**config.mk**
```make
export PLATFORM = sky130hd
export DESIGN_NAME = des_key_scheduler
export DESIGN_NICKNAME = d
export VERILOG_FILES = /design/src/rtl/des_pkg.sv /design/src/rtl/key_permutation1.sv /design/src/rtl/key_permutation2.sv /design/src/rtl/des_key_scheduler.sv
export SDC_FILE = /design/constraint.sdc
export NUM_CORES = 1
export LEC_CHECK = 0
export CAP_MARGIN = 5
export CORE_MARGIN = 1
export CORE_UTILIZATION = 25
export CTS_CLUSTER_DIAMETER = 200
export DETAILED_ROUTE_END_ITERATION = 16
export GPL_TIMING_DRIVEN = 0
export PLACE_DENSITY_LB_ADDON = 0.08
export SYNTH_ARGS = -nofsm -noshare
export SYNTH_HDL_FRONTEND = slang
export SYNTH_SLANG_ARGS = --single-unit
export TNS_END_PERCENT = 10
```
**constraint.sdc**
```tcl
create_clock -name clk -period 5.6 [get_ports clk]
set_input_delay 1.12 -clock clk [delete_from_list [all_inputs] [get_ports clk]]
set_output_delay 1.12 -clock clk [all_outputs]
set_load 0.005 [all_outputs]
```
**src/rtl/des_pkg.sv**
```systemverilog
// Shared constants, permutation tables and rotate helpers for the DES key schedule.
// Vector bit i corresponds to FIPS-46 bit i+1; the tables below are in FIPS numbering.
package des_pkg;

    localparam int NUM_ROUNDS = 16;
    localparam int KEY_W      = 64;
    localparam int CD_W       = 28;
    localparam int PC1_W      = 2 * CD_W;
    localparam int SUBKEY_W   = 48;
    localparam int RND_W      = $clog2(NUM_ROUNDS);

    localparam logic [1:0] SHIFT [0:NUM_ROUNDS-1] = '{
        2'd1, 2'd1, 2'd2, 2'd2, 2'd2, 2'd2, 2'd2, 2'd2,
        2'd1, 2'd2, 2'd2, 2'd2, 2'd2, 2'd2, 2'd2, 2'd1
    };

    typedef logic [0:0] state_t;
    localparam state_t IDLE  = 1'b0;
    localparam state_t SERVE = 1'b1;

    // PC-1: output position j takes FIPS key bit PC1_TABLE[j]
    localparam int PC1_TABLE [0:PC1_W-1] = '{
        57, 49, 41, 33, 25, 17,  9,
         1, 58, 50, 42, 34, 26, 18,
        10,  2, 59, 51, 43, 35, 27,
        19, 11,  3, 60, 52, 44, 36,
        63, 55, 47, 39, 31, 23, 15,
         7, 62, 54, 46, 38, 30, 22,
        14,  6, 61, 53, 45, 37, 29,
        21, 13,  5, 28, 20, 12,  4
    };

    // PC-2: output position j takes FIPS C||D bit PC2_TABLE[j]
    localparam int PC2_TABLE [0:SUBKEY_W-1] = '{
        14, 17, 11, 24,  1,  5,
         3, 28, 15,  6, 21, 10,
        23, 19, 12,  4, 26,  8,
        16,  7, 27, 20, 13,  2,
        41, 52, 31, 37, 47, 55,
        30, 40, 51, 45, 33, 48,
        44, 49, 39, 56, 34, 53,
        46, 42, 50, 36, 29, 32
    };

    // With FIPS bit 1 at [0], a DES left rotate moves bit [0] up to [27].
    function automatic logic [CD_W-1:0] rotl28(input logic [CD_W-1:0] x, input logic [1:0] n);
        logic [CD_W-1:0] r;
        case (n)
            2'd2:    r = {x[1:0], x[CD_W-1:2]};
            default: r = {x[0], x[CD_W-1:1]};
        endcase
        return r;
    endfunction

    function automatic logic [CD_W-1:0] rotr28(input logic [CD_W-1:0] x, input logic [1:0] n);
        logic [CD_W-1:0] r;
        case (n)
            2'd2:    r = {x[CD_W-3:0], x[CD_W-1:CD_W-2]};
            default: r = {x[CD_W-2:0], x[CD_W-1]};
        endcase
        return r;
    endfunction

endpackage

```
**src/rtl/key_permutation1.sv**
```systemverilog
// PC-1: selects the 56 key bits (C in [27:0], D in [55:28]) from the 64-bit key.
module key_permutation1
    import des_pkg::*;
(
    input  logic [KEY_W-1:0] key_in,
    output logic [PC1_W-1:0] pc1_out
);

    logic [7:0] parity_bits;
    logic       parity_unused;

    genvar gi;
    generate
        for (gi = 0; gi < PC1_W; gi++) begin : g_pc1
            assign pc1_out[gi] = key_in[PC1_TABLE[gi] - 1];
        end
        // Parity bits never reach the schedule; collected only to mark them as intentionally dropped.
        for (gi = 0; gi < 8; gi++) begin : g_parity
            assign parity_bits[gi] = key_in[8 * gi + 7];
        end
    endgenerate

    assign parity_unused = ^parity_bits;

endmodule

```
**src/rtl/key_permutation2.sv**
```systemverilog
// PC-2: compresses the 56-bit {D,C} register pair into a 48-bit round subkey.
module key_permutation2
    import des_pkg::*;
(
    input  logic [PC1_W-1:0]    cd,
    output logic [SUBKEY_W-1:0] subkey
);

    logic dropped_unused;

    genvar gi;
    generate
        for (gi = 0; gi < SUBKEY_W; gi++) begin : g_pc2
            assign subkey[gi] = cd[PC2_TABLE[gi] - 1];
        end
    endgenerate

    // FIPS bits 9,18,22,25,35,38,43,54 are discarded by PC-2.
    assign dropped_unused = ^{cd[8], cd[17], cd[21], cd[24], cd[34], cd[37], cd[42], cd[53]};

endmodule

```
**src/rtl/des_key_scheduler.sv**
```systemverilog
// DES key schedule sequencer: latches a key, then issues 16 round subkeys over valid/ready,
// K1..K16 for encrypt or K16..K1 for decrypt.
module des_key_scheduler
    import des_pkg::*;
(
    input  logic                clk,
    input  logic                rst,
    input  logic                start,
    input  logic                decrypt,
    input  logic [KEY_W-1:0]    key_in,
    input  logic                subkey_ready,
    output logic [SUBKEY_W-1:0] subkey,
    output logic                subkey_valid,
    output logic [RND_W-1:0]    round_idx,
    output logic                busy,
    output logic                done
);

    logic [PC1_W-1:0] pc1;
    logic [CD_W-1:0]  c_reg, c_next;
    logic [CD_W-1:0]  d_reg, d_next;
    logic [RND_W-1:0] rnd_reg, rnd_next;
    logic             dir_reg, dir_next;
    logic             done_reg, done_next;
    state_t           state_reg, state_next;

    logic [RND_W-1:0] rnd_inc;
    logic [RND_W-1:0] rnd_rev;

    key_permutation1 u_pc1 (
        .key_in  (key_in),
        .pc1_out (pc1)
    );

    key_permutation2 u_pc2 (
        .cd     ({d_reg, c_reg}),
        .subkey (subkey)
    );

    assign rnd_inc = rnd_reg + 1'b1;
    assign rnd_rev = RND_W'(NUM_ROUNDS - 1) - rnd_reg;

    always_comb begin
        c_next     = c_reg;
        d_next     = d_reg;
        rnd_next   = rnd_reg;
        dir_next   = dir_reg;
        state_next = state_reg;
        done_next  = 1'b0;
        case (state_reg)
            IDLE: begin
                if (start) begin
                    dir_next   = decrypt;
                    rnd_next   = '0;
                    state_next = SERVE;
                    // Decrypt starts from C16/D16, which equals C0/D0 after a full 28-bit rotation.
                    if (decrypt) begin
                        c_next = pc1[CD_W-1:0];
                        d_next = pc1[PC1_W-1:CD_W];
                    end else begin
                        c_next = rotl28(pc1[CD_W-1:0], SHIFT[0]);
                        d_next = rotl28(pc1[PC1_W-1:CD_W], SHIFT[0]);
                    end
                end
            end
            SERVE: begin
                if (subkey_ready) begin
                    if (rnd_reg == RND_W'(NUM_ROUNDS - 1)) begin
                        state_next = IDLE;
                        rnd_next   = '0;
                        done_next  = 1'b1;
                    end else begin
                        rnd_next = rnd_inc;
                        if (dir_reg) begin
                            c_next = rotr28(c_reg, SHIFT[rnd_rev]);
                            d_next = rotr28(d_reg, SHIFT[rnd_rev]);
                        end else begin
                            c_next = rotl28(c_reg, SHIFT[rnd_inc]);
                            d_next = rotl28(d_reg, SHIFT[rnd_inc]);
                        end
                    end
                end
            end
            default: begin
                state_next = IDLE;
                rnd_next   = '0;
            end
        endcase
    end

    always_ff @(posedge clk) begin
        if (rst) begin
            c_reg     <= '0;
            d_reg     <= '0;
            rnd_reg   <= '0;
            dir_reg   <= 1'b0;
            done_reg  <= 1'b0;
            state_reg <= IDLE;
        end else begin
            c_reg     <= c_next;
            d_reg     <= d_next;
            rnd_reg   <= rnd_next;
            dir_reg   <= dir_next;
            done_reg  <= done_next;
            state_reg <= state_next;
        end
    end

    assign subkey_valid = (state_reg == SERVE);
    assign busy         = (state_reg == SERVE);
    assign round_idx    = rnd_reg;
    assign done         = done_reg;

endmodule
```
[After elaboration in Yosys (flattened, before gate mapping)]
Memories as Yosys holds them, arrays and structs flattened.
Index checks and enable logic that the tools add are counted.
Word-level totals
  bits in registers: 63
  bits in latches: 0
  RAM bits: 0
  memory bits (read-only): 64
  input port bits: 69
  output and inout bits: 55
  logic and storage cells: 55
  memories: 2
Memory list
  (no name shown): words 16, width 2, rd ports 1, clocked after memory_dff 0, write ports 0, RTL line des_key_scheduler.sv:79  | d_next = rotl28(d_reg, SHIFT[rnd_inc]);
  (no name shown): words 16, width 2, rd ports 1, clocked after memory_dff 0, write ports 0, RTL line des_key_scheduler.sv:76  | d_next = rotr28(d_reg, SHIFT[rnd_rev]);
Cells by class
  add/subtract/negate cells: 2
  $mul: 0
  div/mod/pow operators: 0
  order comparisons: 2
  equal/unequal tests: 6
  shifts and indexed selects: 0
  mux-type cells: 29
  bitwise logic cells: 4
  reduce and logical (&&, ||, !) cells: 4
Operator list (count)
  $mux 28: 14
  $pmux 28 s2: 2
  $mux 4: 3
  $ge 5x5->1 const B: 2
  $not 4->5: 2
  $mux 2: 4
  $pmux 4 s2: 1
  $ne 2x2->1 const B: 3
  $add 4x1->4 const B: 1
  $eq 2x2->1 const B: 2
  $eq 4x4->1 const B: 1
  $mux 1: 4
  $reduce_and 2->1: 2
  $sub 4x4->4 const A: 1
  $reduce_and 3->1: 1
  $reduce_or 3->1: 1
  $not 1->1: 2
  $pmux 1 s2: 1

[Longest topological paths before layout]
  word-level depth: 11
  gate-level depth with buffers: 10
  gate-level depth less buffers: 7

[By module]
A second synthesis with hierarchy kept.
Unflattened totals
  cells, all modules: 759
  area, all modules: 6138.4 sq um
By module, submodules not included
  des_key_scheduler: instances 1, cells an instance 655, area an instance 5357.6 sq um, seq. area each 1261.2 sq um
  key_permutation1: instances 1, cells an instance 56, area an instance 420.4 sq um, seq. area each 0.0 sq um
  key_permutation2: instances 1, cells an instance 48, area an instance 360.3 sq um, seq. area each 0.0 sq um

[Worst setup path before layout]
No wires, ideal clock.
  kind: input to register
  start point: input decrypt
  end point: register c_reg[9]
  setup time: 0.127 ns
  arrival: 2.491 ns
  required time: 5.473 ns
  setup slack: 2.982 ns
  stages on the path: 7
  path buffers: 3
  cell sequence: clkbuf_1 > buf_2 > buf_1 > mux2i_1 > nor2_1 > a311oi_1 > a211oi_1
Between the ends
  cells in the longest elaborated chain, start to end: 3
RTL lines
  start: declaration: RTL line des_key_scheduler.sv:9  | input logic decrypt,
  $mux 28: RTL line des_key_scheduler.sv:57  | if (decrypt) begin
  $mux 28: RTL line des_key_scheduler.sv:52  | if (start) begin
  $pmux 28 s2: RTL line des_key_scheduler.sv:50  | case (state_reg)
  end signal: assignment: RTL line des_key_scheduler.sv:100  | c_reg <= c_next;
  end: declaration: RTL line des_key_scheduler.sv:20  | logic [CD_W-1:0] c_reg, c_next;
Every way passes these cells. The select of a mux whose other input is x is not followed.
A chain may end at the register's enable or synchronous reset.

[Final worst setup path]
  start point: input subkey_ready
  end point: register c_reg[9]
Between the ends
  cells in the longest elaborated chain, start to end: 2
RTL lines
  start: declaration: RTL line des_key_scheduler.sv:11  | input logic subkey_ready,
  $ne 2x2->1 (no line)
  $reduce_and 3->1 (no line)
Every way passes these cells.

==> impl_metrics.env <==
export IMPL_floorplan_die_height_um=158
export IMPL_worst_ep_arrival_ns=3.67
export IMPL_crit_chain="clkdlybuf4s50_1, nand2_1, o21ai_2, clkbuf_1, o21bai_1, a211oi_1"
export IMPL_cts_buffer_depth=2
export IMPL_pin_count_of_the_biggest_net_entering_global_routing=12
export IMPL_layout_area_overhead_vs_synth_pct=29.9
export IMPL_vdd_drop_max_mv=0.0875
export IMPL_final_cells=1203
export IMPL_grt_total_usage_pct=22.8
export IMPL_pin_count=124
export IMPL_drc=0
export IMPL_report_power_total_mw=1.76
export IMPL_antenna_cells_inserted=0
export IMPL_p_leak_nw=2.96
export IMPL_area_enclosed_by_the_die_boundary_mm2=0.0251
export IMPL_fmax_mhz=293
export IMPL_worstPathRequired_ns=5.85
export IMPL_drv_cap=0
export IMPL_post_route_cells_drive_above_1_share_pct=15.5
export IMPL_cts_buffers=9
export IMPL_antenna_left=0
export IMPL_start_util_pct=25.8
export IMPL_worst_slew_pin_transition_ns=1.00
export IMPL_rows=56
export IMPL_post_synth_design_cell_area_mm2=0.00611
export IMPL_post_route_period_util_pct=61.0
export IMPL_first_pass_grt_wire_length_um=41100
export IMPL_worst_setup_path_end_kind="flip-flop"
export IMPL_clkTransAtPathRegs_ns=0.05
export IMPL_detail_route_wl_per_cell_um=23.5
export IMPL_routed_wl_um=28300
export IMPL_cts_setup_buffers=0
export IMPL_yosys_warnings=0
export IMPL_max_slew_margin_pct=32.8
export IMPL_fin_tns_setup_ns=0
export IMPL_hold_path_class="reg -> reg"
export IMPL_powerDensity_mw_per_mm2=222
export IMPL_globalRouteOverflowTotal=0
export IMPL_clock_tree_root_cell="clkbuf_16"
export IMPL_grt_setup_unrepaired="no"
export IMPL_ys_seq_elements=63
export IMPL_grt_antenna_before_repair=0
export IMPL_final_nets=956
export IMPL_numPortBuffers=114
export IMPL_maxSlewViolCount=0
export IMPL_netlist_cell_type_count=49
export IMPL_slowest_stage="clkbuf_1"
export IMPL_status="complete, no violations"
export IMPL_place_detailed_hpwl_um=20200
export IMPL_clock_skew_final_ns=0.00783
export IMPL_synth_seq_area_share_pct=20.7
export IMPL_cts_sinks=63
export IMPL_clk_latency_ns=0.35
export IMPL_core_area_mm2=0.0237
export IMPL_critical_path_top_delay_family="buffers and inverters"
export IMPL_htree_levels=3
export IMPL_slowest_delay_ns=0.73
export IMPL_routed_via_count=6449
export IMPL_first_iter_violations=461
export IMPL_period_needed_ns=3.42
export IMPL_crit_path_max_fanout=10
export IMPL_drt_pre_antenna_iters=5
export IMPL_grt_pass1_vias=6351
export IMPL_timing_worst_setup_path_type="in -> reg"
export IMPL_dp_cells=1189
export IMPL_setup_viol=0
export IMPL_gp_congestion=0.873
export IMPL_final_hold_viol_count=0
export IMPL_cts_resized_gates=0
export IMPL_vias_per_cell=5.36
export IMPL_worst_setup_path_start_kind="input port"
export IMPL_post_synth_inst_count=756
export IMPL_postSynthNetCount=831
export IMPL_postCtsHoldBufs=0
export IMPL_die_width_um=158
export IMPL_average_cell_area_after_synthesis_um2=8.08
export IMPL_tritoncts="yes"
export IMPL_cp_buffers_inverters=2
final cells by class:
| cell class | count | area, um^2 |
|---|---|---|
| Buffer | 121 | 698 |
| Clock buffer | 14 | 284 |
| Fill cell | 2608 | 15800 |
| Inverter | 3 | 11.3 |
| Multi-Input combinational cell | 569 | 4140 |
| Sequential cell | 63 | 1260 |
| Tap cell | 319 | 399 |
| Timing Repair Buffer | 114 | 1140 |
worst reg2reg max path: cells and delay by family, from the launching register on:
| family | cells | cell delay, ns |
|---|---|---|
| buf+inv | 4 | 1.15 |
| flops | 1 | 0.50 |
| compound gates | 2 | 0.30 |
| mux | 1 | 0.31 |
| fa+ha+maj | 1 | 0.24 |
| simple gates | 2 | 0.46 |
cells in the mapped netlist (all sizes together):
cell | n | area [um^2]
o211a | 1 | 10.0
a21bo | 1 | 10.0
a31oi | 8 | 50.1
nand2 | 36 | 135
mux2 | 47 | 529
xor2 | 1 | 8.76
o22a | 1 | 8.76
a211oi | 20 | 150
o21ai | 12 | 63.8
nand3 | 2 | 10.0
nor4b | 2 | 17.5
nor2 | 88 | 330
inv | 3 | 11.3
o22ai | 1 | 6.26
a21boi | 1 | 7.51
mux2i | 101 | 1010
o2111ai | 3 | 26.3
o221ai | 2 | 17.5
o32ai | 23 | 201
o311ai | 3 | 26.3
a32oi | 1 | 8.76
o211ai | 5 | 37.5
o21bai | 18 | 135
buf | 71 | 509
a41oi | 1 | 8.76
a21oi | 37 | 185
nand3b | 1 | 7.51
o21ba | 1 | 10.0
and3 | 1 | 6.26
nor2b | 27 | 169
and2 | 1 | 6.26
nand2b | 7 | 43.8
a211o | 26 | 228
ha | 6 | 75.1
dfxtp | 63 | 1260
o31ai | 6 | 45.0
or2 | 1 | 6.26
or3 | 38 | 238
nor3 | 14 | 75.1
clkbuf | 50 | 189
or4b | 1 | 13.8
a311oi | 18 | 158
o32a | 6 | 60.1
layout by cell type (no fill, tap or decap), drive strengths merged, types with 2 or more instances in the layout:
cell type      synthesis  layout
a211o                 26      26
a211oi                20      20
a21oi                 37      37
a311oi                18      18
a31oi                  8       8
buf                   71      71
clkbuf                50      64
clkdlybuf4s50          0     114
dfxtp                 63      63
ha                     6       6
inv                    3       3
mux2                  47      47
mux2i                101     101
nand2                 36      36
nand2b                 7       7
nand3                  2       2
nor2                  88      88
nor2b                 27      27
nor3                  14      14
nor4b                  2       2
o2111ai                3       3
o211ai                 5       5
o21ai                 12      12
o21bai                18      18
o221ai                 2       2
o311ai                 3       3
o31ai                  6       6
o32a                   6       6
o32ai                 23      23
or3                   38      38
power breakdown:
group	internal (mW)	switching (mW)	total [mW]	leakage, nW
registers	0.492	0.0783	0.570	0.519
logic	0.314	0.305	0.619	2.30
clock network	0.344	0.228	0.572	0.141
total	1.15	0.611	1.76	2.96
stage by stage:
| step | area, um^2 | utilization, % | hold slack [ns] | setup slack [ns] |
|---|---|---|---|---|
| after floorplan | 6110 | - | 0.529 | 2.98 |
| after global placement | 7650 | 32.3 | 0.579 | 1.77 |
| after detailed placement | 7650 | 32.3 | 0.568 | 1.84 |
| after CTS | 7930 | 33.5 | 0.575 | 2.19 |
| after global routing | 7930 | 33.5 | 0.617 | 2.06 |
| final | 7930 | 33.5 | 0.578 | 2.18 |
logic make-up after synthesis:
group	after synthesis	share of synthesized area (%)
xor+xnor	1	0.143
buf+inv	124	11.6
compound gates	195	23.8
fa+ha+maj	6	1.23
mux	148	25.2
simple gates	219	17.3
flops	63	20.7
layer usage:
layer	part of all wire (%)	GRT usage, %
met1	47	31.1
met2	45	35.8
met3	5.6	3.76
met4	2.1	8.33
met5	0	0
worst paths after layout:
path                             startpoint                endpoint  slack [ns]  cells after the start
hold reg to reg      d_reg[14]$_SDFFE_PP0P_  d_reg[14]$_SDFFE_PP0P_        0.58                      2
hold / removal       d_reg[14]$_SDFFE_PP0P_  d_reg[14]$_SDFFE_PP0P_        0.58                      2
setup reg to reg  round_idx[0]$_SDFFE_PP0P_  d_reg[23]$_SDFFE_PP0P_        2.51                     10
setup / recovery               subkey_ready   c_reg[9]$_SDFFE_PP0P_        2.18                      6
No activity file was read; power rests on OpenSTA's default activity.
